==> src/rtl/update_knn3_acc_pkg.sv <==
// Shared widths and FSM state type for the update_knn3 product accumulator.
package update_knn3_acc_pkg;
  localparam int PROD_W  = 32;
  localparam int ACC_W   = 40;
  localparam int CNT_W   = 8;
  localparam int MUL_LAT = 3;

  typedef enum logic {IDLE, RUN} acc_state_t;
endpackage

==> src/rtl/update_knn3_vld_pipe.sv <==
// {valid,last} delay line matching the multiplier pipeline; advances only on en.
module update_knn3_vld_pipe #(
  parameter int STAGES = 3
) (
  input  logic clk,
  input  logic reset_n,
  input  logic en,
  input  logic in_valid,
  input  logic in_last,
  output logic tail_valid,
  output logic tail_last
);
  logic [STAGES-1:0] vld_pipe;
  logic [STAGES-1:0] lst_pipe;

  always_ff @(posedge clk or negedge reset_n) begin
    if (!reset_n) begin
      vld_pipe <= '0;
      lst_pipe <= '0;
    end else if (en) begin
      vld_pipe[0] <= in_valid;
      lst_pipe[0] <= in_last;
      for (int i = 1; i < STAGES; i++) begin
        vld_pipe[i] <= vld_pipe[i-1];
        lst_pipe[i] <= lst_pipe[i-1];
      end
    end
  end

  assign tail_valid = vld_pipe[STAGES-1];
  assign tail_last  = lst_pipe[STAGES-1];
endmodule

==> src/rtl/update_knn3_prod_acc.sv <==
// Sums multiplier products per group and emits one result per group on a valid/ready port.
// UPDATE_KNN3_ACC_SAT_EN: clamp the sum to all-ones on overflow instead of wrapping.
module update_knn3_prod_acc
  import update_knn3_acc_pkg::*;
#(
  parameter int MUL_LATENCY = MUL_LAT,
  parameter int PROD_WIDTH  = PROD_W,
  parameter int ACC_WIDTH   = ACC_W,
  parameter int CNT_WIDTH   = CNT_W
) (
  input  logic                  clk,
  input  logic                  reset_n,
  input  logic                  in_valid,
  input  logic                  in_last,
  output logic                  in_ready,
  output logic                  mul_ce,
  input  logic [PROD_WIDTH-1:0] mul_dout,
  output logic                  sum_valid,
  input  logic                  sum_ready,
  output logic [ACC_WIDTH-1:0]  sum_data,
  output logic [CNT_WIDTH-1:0]  sum_count,
  output logic                  sum_ovf
);
  acc_state_t           state;
  logic                 tail_valid, tail_last, step;
  logic [ACC_WIDTH-1:0] acc, acc_nxt;
  logic [CNT_WIDTH-1:0] cnt, cnt_nxt;
  logic                 ovf, ovf_nxt;
  logic [ACC_WIDTH:0]   sum_ext;

  // The output register is free or draining whenever ce is high, so a publish never overwrites a held result.
  assign mul_ce   = !(sum_valid && !sum_ready);
  assign in_ready = mul_ce;
  assign step     = mul_ce && tail_valid;

  update_knn3_vld_pipe #(.STAGES(MUL_LATENCY)) u_vld_pipe (
    .clk       (clk),
    .reset_n   (reset_n),
    .en        (mul_ce),
    .in_valid  (in_valid && mul_ce),
    .in_last   (in_last),
    .tail_valid(tail_valid),
    .tail_last (tail_last)
  );

  always_comb begin
    sum_ext = {1'b0, acc} + (ACC_WIDTH+1)'(mul_dout);
    acc_nxt = ACC_WIDTH'(mul_dout);
    cnt_nxt = CNT_WIDTH'(1);
    ovf_nxt = 1'b0;
    if (state == RUN) begin
      cnt_nxt = (&cnt) ? cnt : cnt + CNT_WIDTH'(1);
      ovf_nxt = ovf | sum_ext[ACC_WIDTH];
`ifdef UPDATE_KNN3_ACC_SAT_EN
      acc_nxt = ovf_nxt ? '1 : sum_ext[ACC_WIDTH-1:0];
`else
      acc_nxt = sum_ext[ACC_WIDTH-1:0];
`endif
    end
  end

  always_ff @(posedge clk or negedge reset_n) begin
    if (!reset_n) begin
      state     <= IDLE;
      acc       <= '0;
      cnt       <= '0;
      ovf       <= 1'b0;
      sum_valid <= 1'b0;
      sum_data  <= '0;
      sum_count <= '0;
      sum_ovf   <= 1'b0;
    end else begin
      if (sum_valid && sum_ready) sum_valid <= 1'b0;
      if (step) begin
        acc <= acc_nxt;
        cnt <= cnt_nxt;
        ovf <= ovf_nxt;
        if (tail_last) begin
          state     <= IDLE;
          sum_valid <= 1'b1;
          sum_data  <= acc_nxt;
          sum_count <= cnt_nxt;
          sum_ovf   <= ovf_nxt;
        end else begin
          state <= RUN;
        end
      end
    end
  end
endmodule

==> config.mk <==
export PLATFORM = sky130hd
export DESIGN_NAME = update_knn3_prod_acc
export DESIGN_NICKNAME = d
export VERILOG_FILES = /design/src/rtl/update_knn3_acc_pkg.sv /design/src/rtl/update_knn3_vld_pipe.sv /design/src/rtl/update_knn3_prod_acc.sv
export SDC_FILE = /design/constraint.sdc
export NUM_CORES = 1
export LEC_CHECK = 0
export ABC_CLOCK_PERIOD_IN_PS = 2750
export BUFFER_PORTS_ARGS = -buffer_cell sky130_fd_sc_hd__buf_4
export CAP_MARGIN = 15
export CORE_MARGIN = 2
export CORE_UTILIZATION = 45
export CTS_BUF_LIST = sky130_fd_sc_hd__clkbuf_2
export DETAILED_ROUTE_END_ITERATION = 8
export PLACE_DENSITY = 0.76
export SLEW_MARGIN = 30
export SYNTH_ARGS = -nofsm -noshare
export SYNTH_HDL_FRONTEND = slang
export SYNTH_SLANG_ARGS = --single-unit
export TNS_END_PERCENT = 10
==> constraint.sdc <==
create_clock -name clk -period 2.75 [get_ports clk]
set_input_delay 0 -clock clk [delete_from_list [all_inputs] [get_ports clk]]
set_output_delay 0 -clock clk [all_outputs]
set_load 0.02 [all_outputs]
Yosys cells after proc, flatten, opt, wreduce, memory -nomap -nowiden
Index checks and enable logic that the tools add are counted.
{ "totals": {"ff_bits": 106, "in_bits": 37, "output_inout_bits": 52, "elab_cells": 29} }
{ "classes": {"n_addsub": 2, "muxes": 8, "n_bitwise": 1, "reduce_logical": 8} }
{ "op_table": {"columns": ["op", "count"], "rows": [
  ["$add A40 B32 Y41", 1],
  ["$mux W40", 1],
  ["$mux W8", 2],
  ["$add A8 B1 Y8 const B", 1],
  ["$reduce_and A8 Y1", 1],
  ["$mux W1", 5],
  ["$logic_and A1 B1 Y1", 4],
  ["$logic_not A1 Y1", 2],
  ["$reduce_and A2 Y1", 1],
  ["$or A1 B1 Y1", 1]
]} }

Depth between registers and ports, before layout
Gate-level depths: netlist of the first run.
{ "depth": {"ltp_word": 5, "ltp_mapped": 12, "depth_no_buf": 12} }

Hierarchy
Synthesis of the first run repeated with hierarchy kept, for this count alone.
{ "unflattened": {"cells_unflattened": 700, "hier_area_um2": 6351.1} }
{ "by_module_without_submodules": {"columns": ["mod", "instances", "cells_per_inst", "area_each_um2", "seq_area_each_um2"], "rows": [
  ["update_knn3_prod_acc", 1, 687, 6099.6, 2502.4],
  ["update_knn3_vld_pipe", 1, 13, 251.5, 150.1]
]} }

Least setup slack after synthesis of the first run
OpenSTA, ideal clock, no wires.
{ "synth_path": {"path_type": "register -> register", "startpoint": "register acc[14]", "endpoint": "register sum_data[35]", "setup_ns": 0.124, "t_arrival_ns": 2.779, "required_time_ns": 2.626, "path_slack_ns": -0.153, "path_stages_with_launch": 10, "path_buffers": 0, "synth_period_minus_slack_ns": 2.903, "cell_sequence": "dfrtp_1 -> ha_1 -> nand2_2 -> or4_4 -> o211a_1 -> o31a_1 -> o21a_4 -> o31ai_4 -> a21oi_1 -> a211o_1"} }
{ "synth_via": {"elab_chain_cells": 2} }
{ "synth_lines": {"columns": ["element", "line_no", "rtl"], "rows": [
  ["start, declared", "update_knn3_prod_acc.sv:26", "logic [ACC_WIDTH-1:0] acc, acc_nxt;"],
  ["start signal, assigned", "update_knn3_prod_acc.sv:75", "acc <= acc_nxt;"],
  ["$add A40 B32 Y41", "update_knn3_prod_acc.sv:47", "sum_ext = {1'b0, acc} + (ACC_WIDTH+1)'(mul_dout);"],
  ["$mux W40", "update_knn3_prod_acc.sv:51", "if (state == RUN) begin"],
  ["end signal, assigned", "update_knn3_prod_acc.sv:81", "sum_data <= acc_nxt;"],
  ["end, declared", "update_knn3_prod_acc.sv:20", "output logic [ACC_WIDTH-1:0] sum_data,"]
]} }
No other way between the ends.
A chain may end at the register's enable or synchronous reset.

Worst setup path after layout of the first run
{ "layout_path": {"startpoint": "register acc[0]", "endpoint": "register sum_data[26]"} }
The elaborated chain is that of the path after synthesis.

==> results of run 1 <==
[flip-flops by register name, indices dropped and copies added, names as in the netlist]
register / count
sum_count: 8
sum_ovf: 1
acc: 40
sum_valid: 1
u_vld_pipe.vld_pipe: 3
state: 1
ovf: 1
u_vld_pipe.lst_pipe: 3
cnt: 8
sum_data: 40
[cell families after synthesis]
group | after synthesis
AO/OA/AOI/OAI | 215
XOR/XNOR | 33
adder cells (fa/ha/maj) | 34
buffers and inverters | 49
flip-flops | 106
multiplexers | 37
AND/OR/NAND/NOR | 239
[routing by layer]
layer / share of wire / routed length [um] / vias to the layer above / global-route usage
li1: - / - / 2831 / -
met1: 0.47 / 7630 / 2724 / 0.3080
met2: 0.47 / 7641 / 145 / 0.3588
met3: 0.046 / 755 / 25 / 0.03067
met4: 0.019 / 312 / 0 / 0.07687
met5: 0 / 0 / - / 0
[critical path, stage by stage, from the launching register on]
cell      delay (ps)
dfrtp_1          430
ha_2             200
inv_2             40
fa_2             370
nor2b_2          150
o21a_1           170
a31o_4           170
a21oi_4           80
a211oi_2         360
or2_4            190
xor2_1            60
mux2_4           280
mux2_2           260
[per-stage QoR]
step,setup WS (ps),setup TNS [ps],std cells
5_1_grt,-232.8,-4565,1045
2_1_floorplan,-12.31,-47.28,713
4_1_cts,-89.52,-733.8,1042
3_3_place_gp,-43.70,-199.9,987
3_5_place_dp,-173.6,-1956,987
6_report,-105.4,-824.9,1045
[what timing repair did]
action / CTS / global route
pin swaps: 5 / 7
hold buffers: 38 / 0
setup buffers: 1 / 2
hold endpoints to repair: 174 / 0
setup endpoints to repair: 38 / 39
resized for setup: 24 / 13
[power groups by stage]
| stage | sequential [W] | clock [W] | combinational (W) |
|---|---|---|---|
| after floorplan | 0.00304 | 0 | 0.00377 |
| after detailed placement | 0.00279 | 0 | 0.00600 |
| after CTS | 0.00276 | 0.000777 | 0.00624 |
| after global routing | 0.00286 | 0.000827 | 0.00706 |
| after global placement | 0.00278 | 0 | 0.00586 |
| final | 0.00278 | 0.000749 | 0.00638 |
[area by class of cell]
class | instances | area [um^2] | share of cell area
multi-input combinational | 558 | 3740 | 0.4563
sequential | 106 | 2654 | 0.3238
timing repair buffer | 172 | 1420 | 0.1733
tap | 180 | 225.2 | 0.02748
clock buffer | 11 | 55.05 | 0.006717
clock inverter | 5 | 55.05 | 0.006717
inverter | 12 | 45.04 | 0.005495
antenna | 1 | 2.502 | 0.0003053
[cells in the final DEF (no fill, tap or decap), drive strengths merged, types with 2 or more instances in the layout]
cell type	synthesis	final
o211a	2	2
o21ai	80	80
dfrtp	106	106
ha	33	33
mux2	16	16
nor2b	7	7
o31ai	4	4
a31oi	15	15
buf	4	135
nand2b	2	2
nor3	8	8
xor2	9	9
and3	18	18
and2	3	3
a211o	4	4
nand2	139	139
or2	2	2
clkinv	0	2
o211ai	6	6
o31a	2	2
mux2i	21	21
xnor2	24	24
a211oi	5	5
or3	3	3
a221oi	2	2
clkbuf	33	11
nand4	8	8
nor2	37	37
o21a	10	10
a21o	20	20
nand3	8	8
inv	12	13
a21oi	52	52
dlygate4sd3	0	37
[path summary, 6_finish.rpt]
check                             start                     end  slack (ps)  cells after the start
max                              acc[0]            sum_data[26]        -110                     12
max reg2reg                      acc[0]            sum_data[26]        -110                     12
max in group asynchronous       reset_n            sum_data[14]        2030                      4
min reg2reg                sum_data[13]            sum_data[13]         510                      2
min in group asynchronous       reset_n                 acc[25]         360                      4
min                             in_last  u_vld_pipe.lst_pipe[0]         130                      3
==> results by group, run 1 <==
Yosys
  – Sequential fraction of the synthesis area: 0.4183
  – Most frequent cells after synthesis: nand2_1, dfrtp_1, o21ai_0
  – Synth warn: 0
  – Mapped Cells: 713
  – Post-Synth Simple-Gate Area: 0.1652
  – Synth Area in Adders: 0.06827
  – Mapped Area: 0.006341 mm^2
  – Mux contribution to synthesized area: 0.06156
  – Top FF cell, synth: dfrtp_1
  – Yosys top cell by area: dfrtp_1
  – Compound-Gate Fraction of Synth Area: 0.2115
  – XOR/XNOR Fraction of Synth Area: 0.04558
  – Yosys reg bits: 106
  – Main combinational cell family by area after synthesis: compound AO/OA/AOI/OAI gates
  – FFs w/ async S/R, synth: 1.000
  – Count leader, synth: nand2_1
  – Syn Area/Cell: 8.894 um^2
  – Synth area leaders: dfrtp_1, nand2_1, ha_1, o21ai_0, a21oi_1
  – EDFF count, synth: 0
  – Top cell type's share of synthesized area: 0.4183
  – Syn nets: 784
  – Synth cell types: 57

Clock network
  – Clock Pin Slew Worst Setup and Hold Paths: 290 ps
  – CTS H-Tree Depth: 3
  – CTS Root Cell: clkbuf_2
  – CTS tree: built
  – Clk_lat worst skew: 650 ps
  – Sink Count: 106
  – Cts bufs inserted: 9
  – Clk buf depth: 2

Status
  – Outcome: complete, but fails checks
  – Violated checks: negative setup slack

Cells and area
  – FILL cells: 1,198
  – Final net count: 930
  – Final core utilization: 0.5928
  – Share of cells above drive strength 1: 0.2303
  – Design Area, Final: 0.008197 mm^2
  – Synthesis-to-layout area growth: 29.26%

GRT
  – Largest net degree at the start of global routing: 65
  – Total GRT Usage: 0.2228
  – Grt total ovfl: 0
  – First-pass GRT wire length: 26,320 um
  – Vias in the first global route: 5,363
  – Initial antenna violation count: 1

Critical path
  – Critical Setup Path Class: reg2reg
  – Crit path max fanout: 4
  – WP data required: 3310 ps
  – Startpoint Class: flip-flop
  – Crit end category: flip-flop
  – Worst EP arrival: 3410 ps

Timing
  – Fin crit share: 1.038
  – RSZ-0062 raised after global routing: yes
  – Worst hold slack: 126.8 ps
  – Skew final: 44.71 ps
  – Minimum clock period after layout: 2855 ps
  – Final WS setup: -105.4 ps
  – Setup violators final: 17
  – Slew margin rel.: 0.6359
  – Final Max Tran Viols: 0
  – Max frequency: 350.2 MHz
  – Worst slew pin tran: 544.3 ps
  – Final hold vios: 0

Drt
  – Number of routed nets with antenna violations: 0
  – Routed WL: 16,340 um
  – Drt initial violations: 333
  – Per-cell routed wire length: 15.64 um
  – Drt first pass iters: 5
  – Drt via density: 5.478
  – Remaining DRCs: 0
  – Via Count: 5,725

Power
  – Internal: 0.005309 W
  – Part of the power in the clock network: 0.076
  – Total power draw: 0.009907 W
  – PwrDens: 1209 mW/mm^2
  – P_leak: 3.935 nW
  – Switching Share: 0.4641
  – Sw power: 0.004597 W
  – Worst IR drop on VDD: 662.1 uV
  – Flop pwr share: 0.280
  – Combinational power share: 0.644

Floorplanning
  – Row count: 43
  – Die X: 122.7 um
  – Die ar.: 0.01506 mm^2
  – Ports: 89
  – Initial Util: 0.4586
  – Area of the core: 0.01383 mm^2
  – Die H: 122.7 um

Run
  – Max-cap violations: 0

Place
  – GP Congestion: 0.8845
  – Detailed placer's ending HPWL: 11,690 um
  – DP Area: 0.007477 mm^2
  – Number of I/O port buffers: 88

Min path
  – HP Class: in2reg
Note: power is estimated with default switching activity, not from simulation.
==> run 2, diff against run 1 <==
--- a/config.mk
+++ b/config.mk
@@ -13,6 +13,7 @@
 export CTS_BUF_LIST = sky130_fd_sc_hd__clkbuf_2
 export DETAILED_ROUTE_END_ITERATION = 8
 export PLACE_DENSITY = 0.76
+export SKIP_CTS_REPAIR_TIMING = 1
 export SLEW_MARGIN = 30
 export SYNTH_ARGS = -nofsm -noshare
 export SYNTH_HDL_FRONTEND = slang
==> run 2 against run 1 <==
Against the previous run: the run still ends with negative setup slack left; clock skew increased by 3.0 ps; worst setup slack got worse by 40 ps; critical path type unchanged; clock power about the same; flip-flop and latch count unchanged; sequential share of layout area decreased by 0.27 points; non-clock buffer count increased by 1.
==> results by group, run 2 (synthesis gave the netlist of run 1 again) <==
Drt
  – Drt initial violations: 310
  – Routed WL: 16,510 um
  – Remaining DRCs: 0
  – Via Count: 5,726
  – Drt first pass iters: 5
  – Number of routed nets with antenna violations: 0
  – Per-cell routed wire length: 15.78 um
  – Drt via density: 5.474

Floorplanning
  – Row count: 43
  – Initial Util: 0.4586
  – Die ar.: 0.01506 mm^2
  – Die H: 122.7 um
  – Area of the core: 0.01383 mm^2
  – Die X: 122.7 um
  – Ports: 89

Timing
  – Final hold vios: 0
  – Max frequency: 345.3 MHz
  – Final Max Tran Viols: 0
  – Minimum clock period after layout: 2896 ps
  – Final WS setup: -145.7 ps
  – Fin crit share: 1.053
  – Setup TNS after final layout: -843.6 ps
  – RSZ-0062 raised after global routing: yes
  – Setup violators final: 13
  – Slew margin rel.: 0.6371
  – Skew final: 47.71 ps
  – Worst slew pin tran: 542.4 ps

Critical path
  – Crit end category: flip-flop
  – Worst EP arrival: 3450 ps
  – Startpoint Class: flip-flop
  – Crit path max fanout: 7
  – Critical Setup Path Class: reg2reg
  – WP data required: 3300 ps

Place
  – DP Area: 0.007477 mm^2
  – GP Congestion: 0.8845
  – Number of I/O port buffers: 88
  – Detailed placer's ending HPWL: 11,690 um

Cells and area
  – Top flop regs: acc (40), sum_data (40)
  – FILL cells: 1,196
  – Final core utilization: 0.5978
  – Synthesis-to-layout area growth: 30.35%
  – Final net count: 931
  – Commonest non-fill, non-tap cells in the layout: nand2_1, buf_4, dfrtp_1, o21ai_0, a21oi_1
  – Share of cells above drive strength 1: 0.2393
  – Most common cell after layout, fill and taps aside: nand2_1
  – Design Area, Final: 0.008265 mm^2

Clock network
  – CTS tree: built
  – Clk_lat worst skew: 650 ps
  – CTS Root Cell: clkbuf_2
  – CTS H-Tree Depth: 3
  – Clk buf depth: 2
  – Sink Count: 106
  – Clock Pin Slew Worst Setup and Hold Paths: 300 ps
  – Cts bufs inserted: 9

Status
  – Violated checks: negative setup slack
  – Outcome: complete, but fails checks

Power
  – Worst IR drop on VDD: 665.7 uV
  – Total power draw: 0.009987 W
  – P_leak: 3.938 nW
  – PwrDens: 1208 mW/mm^2

GRT
  – First-pass GRT wire length: 25,580 um
  – Grt total ovfl: 0
  – Vias in the first global route: 5,206
  – Largest net degree at the start of global routing: 66
  – Total GRT Usage: 0.2170
  – Initial antenna violation count: 1

Run
  – Max-cap violations: 0

Min path
  – HP Class: in2reg
-- run 2: cell count changes in the layout (fill, tap and decap cells not counted), sizes merged --
| cell | delta |
|---|---|
| buf | +1 |
-- run 2: per-layer routing --
layer	up-vias	global-route usage	share of wire	wire (um)
li1	2831	-	-	-
met2	151	0.3425	0.47	7731
met3	24	0.03113	0.050	831
met1	2720	0.3050	0.46	7619
met4	0	0.07471	0.020	327
met5	-	0	0	0
-- run 2: critical path, stage by stage (launching register included) --
cell     delay [ps]
dfrtp_1         480
ha_4            290
nand4_1         110
or4_4           450
o211a_4         260
o31a_1          260
o21a_4          230
o31ai_4         330
a21oi_1         110
a211o_1         270
-- run 2: report_power, final --
| group | total, W | switching [W] | internal (W) |
|---|---|---|---|
| Sequential | 0.00278 | 0.000529 | 0.00225 |
| Clock | 0.000751 | 0.000535 | 0.000216 |
| Combinational | 0.00645 | 0.00360 | 0.00285 |
-- run 2: stage by stage --
stage,hold slack [ps],worst slack (ps),instances
final,125.4,-145.7,1046
after global routing,75.05,-222.1,1046
after CTS,-609.7,-272.6,1003
after detailed placement,170.5,-173.6,987
after global placement,165.8,-43.70,987
after floorplan,-295.6,-12.31,713
-- run 2: area by class of cell --
class / instances / area [um^2] / area share
timing repair buffer: 173 / 1433 / 0.1733
multi-input combinational: 558 / 3796 / 0.4593
antenna: 1 / 2.502 / 0.0003028
inverter: 12 / 45.04 / 0.005450
sequential: 106 / 2654 / 0.3211
clock inverter: 5 / 55.05 / 0.006661
clock buffer: 11 / 55.05 / 0.006661
tap: 180 / 225.2 / 0.02725
-- run 2: path summary, 6_finish.rpt --
path                                   start                endpoint  slack, ps  cells past startpoint
worst max register to register       acc[10]                 acc[39]       -150                      9
max in group asynchronous            reset_n                  cnt[1]       2130                      4
worst min-delay path                 in_last  u_vld_pipe.lst_pipe[0]        130                      3
worst min register to register  sum_data[13]            sum_data[13]        510                      2
worst max-delay path                 acc[10]                 acc[39]       -150                      9
min in group asynchronous            reset_n                  acc[4]        360                      4
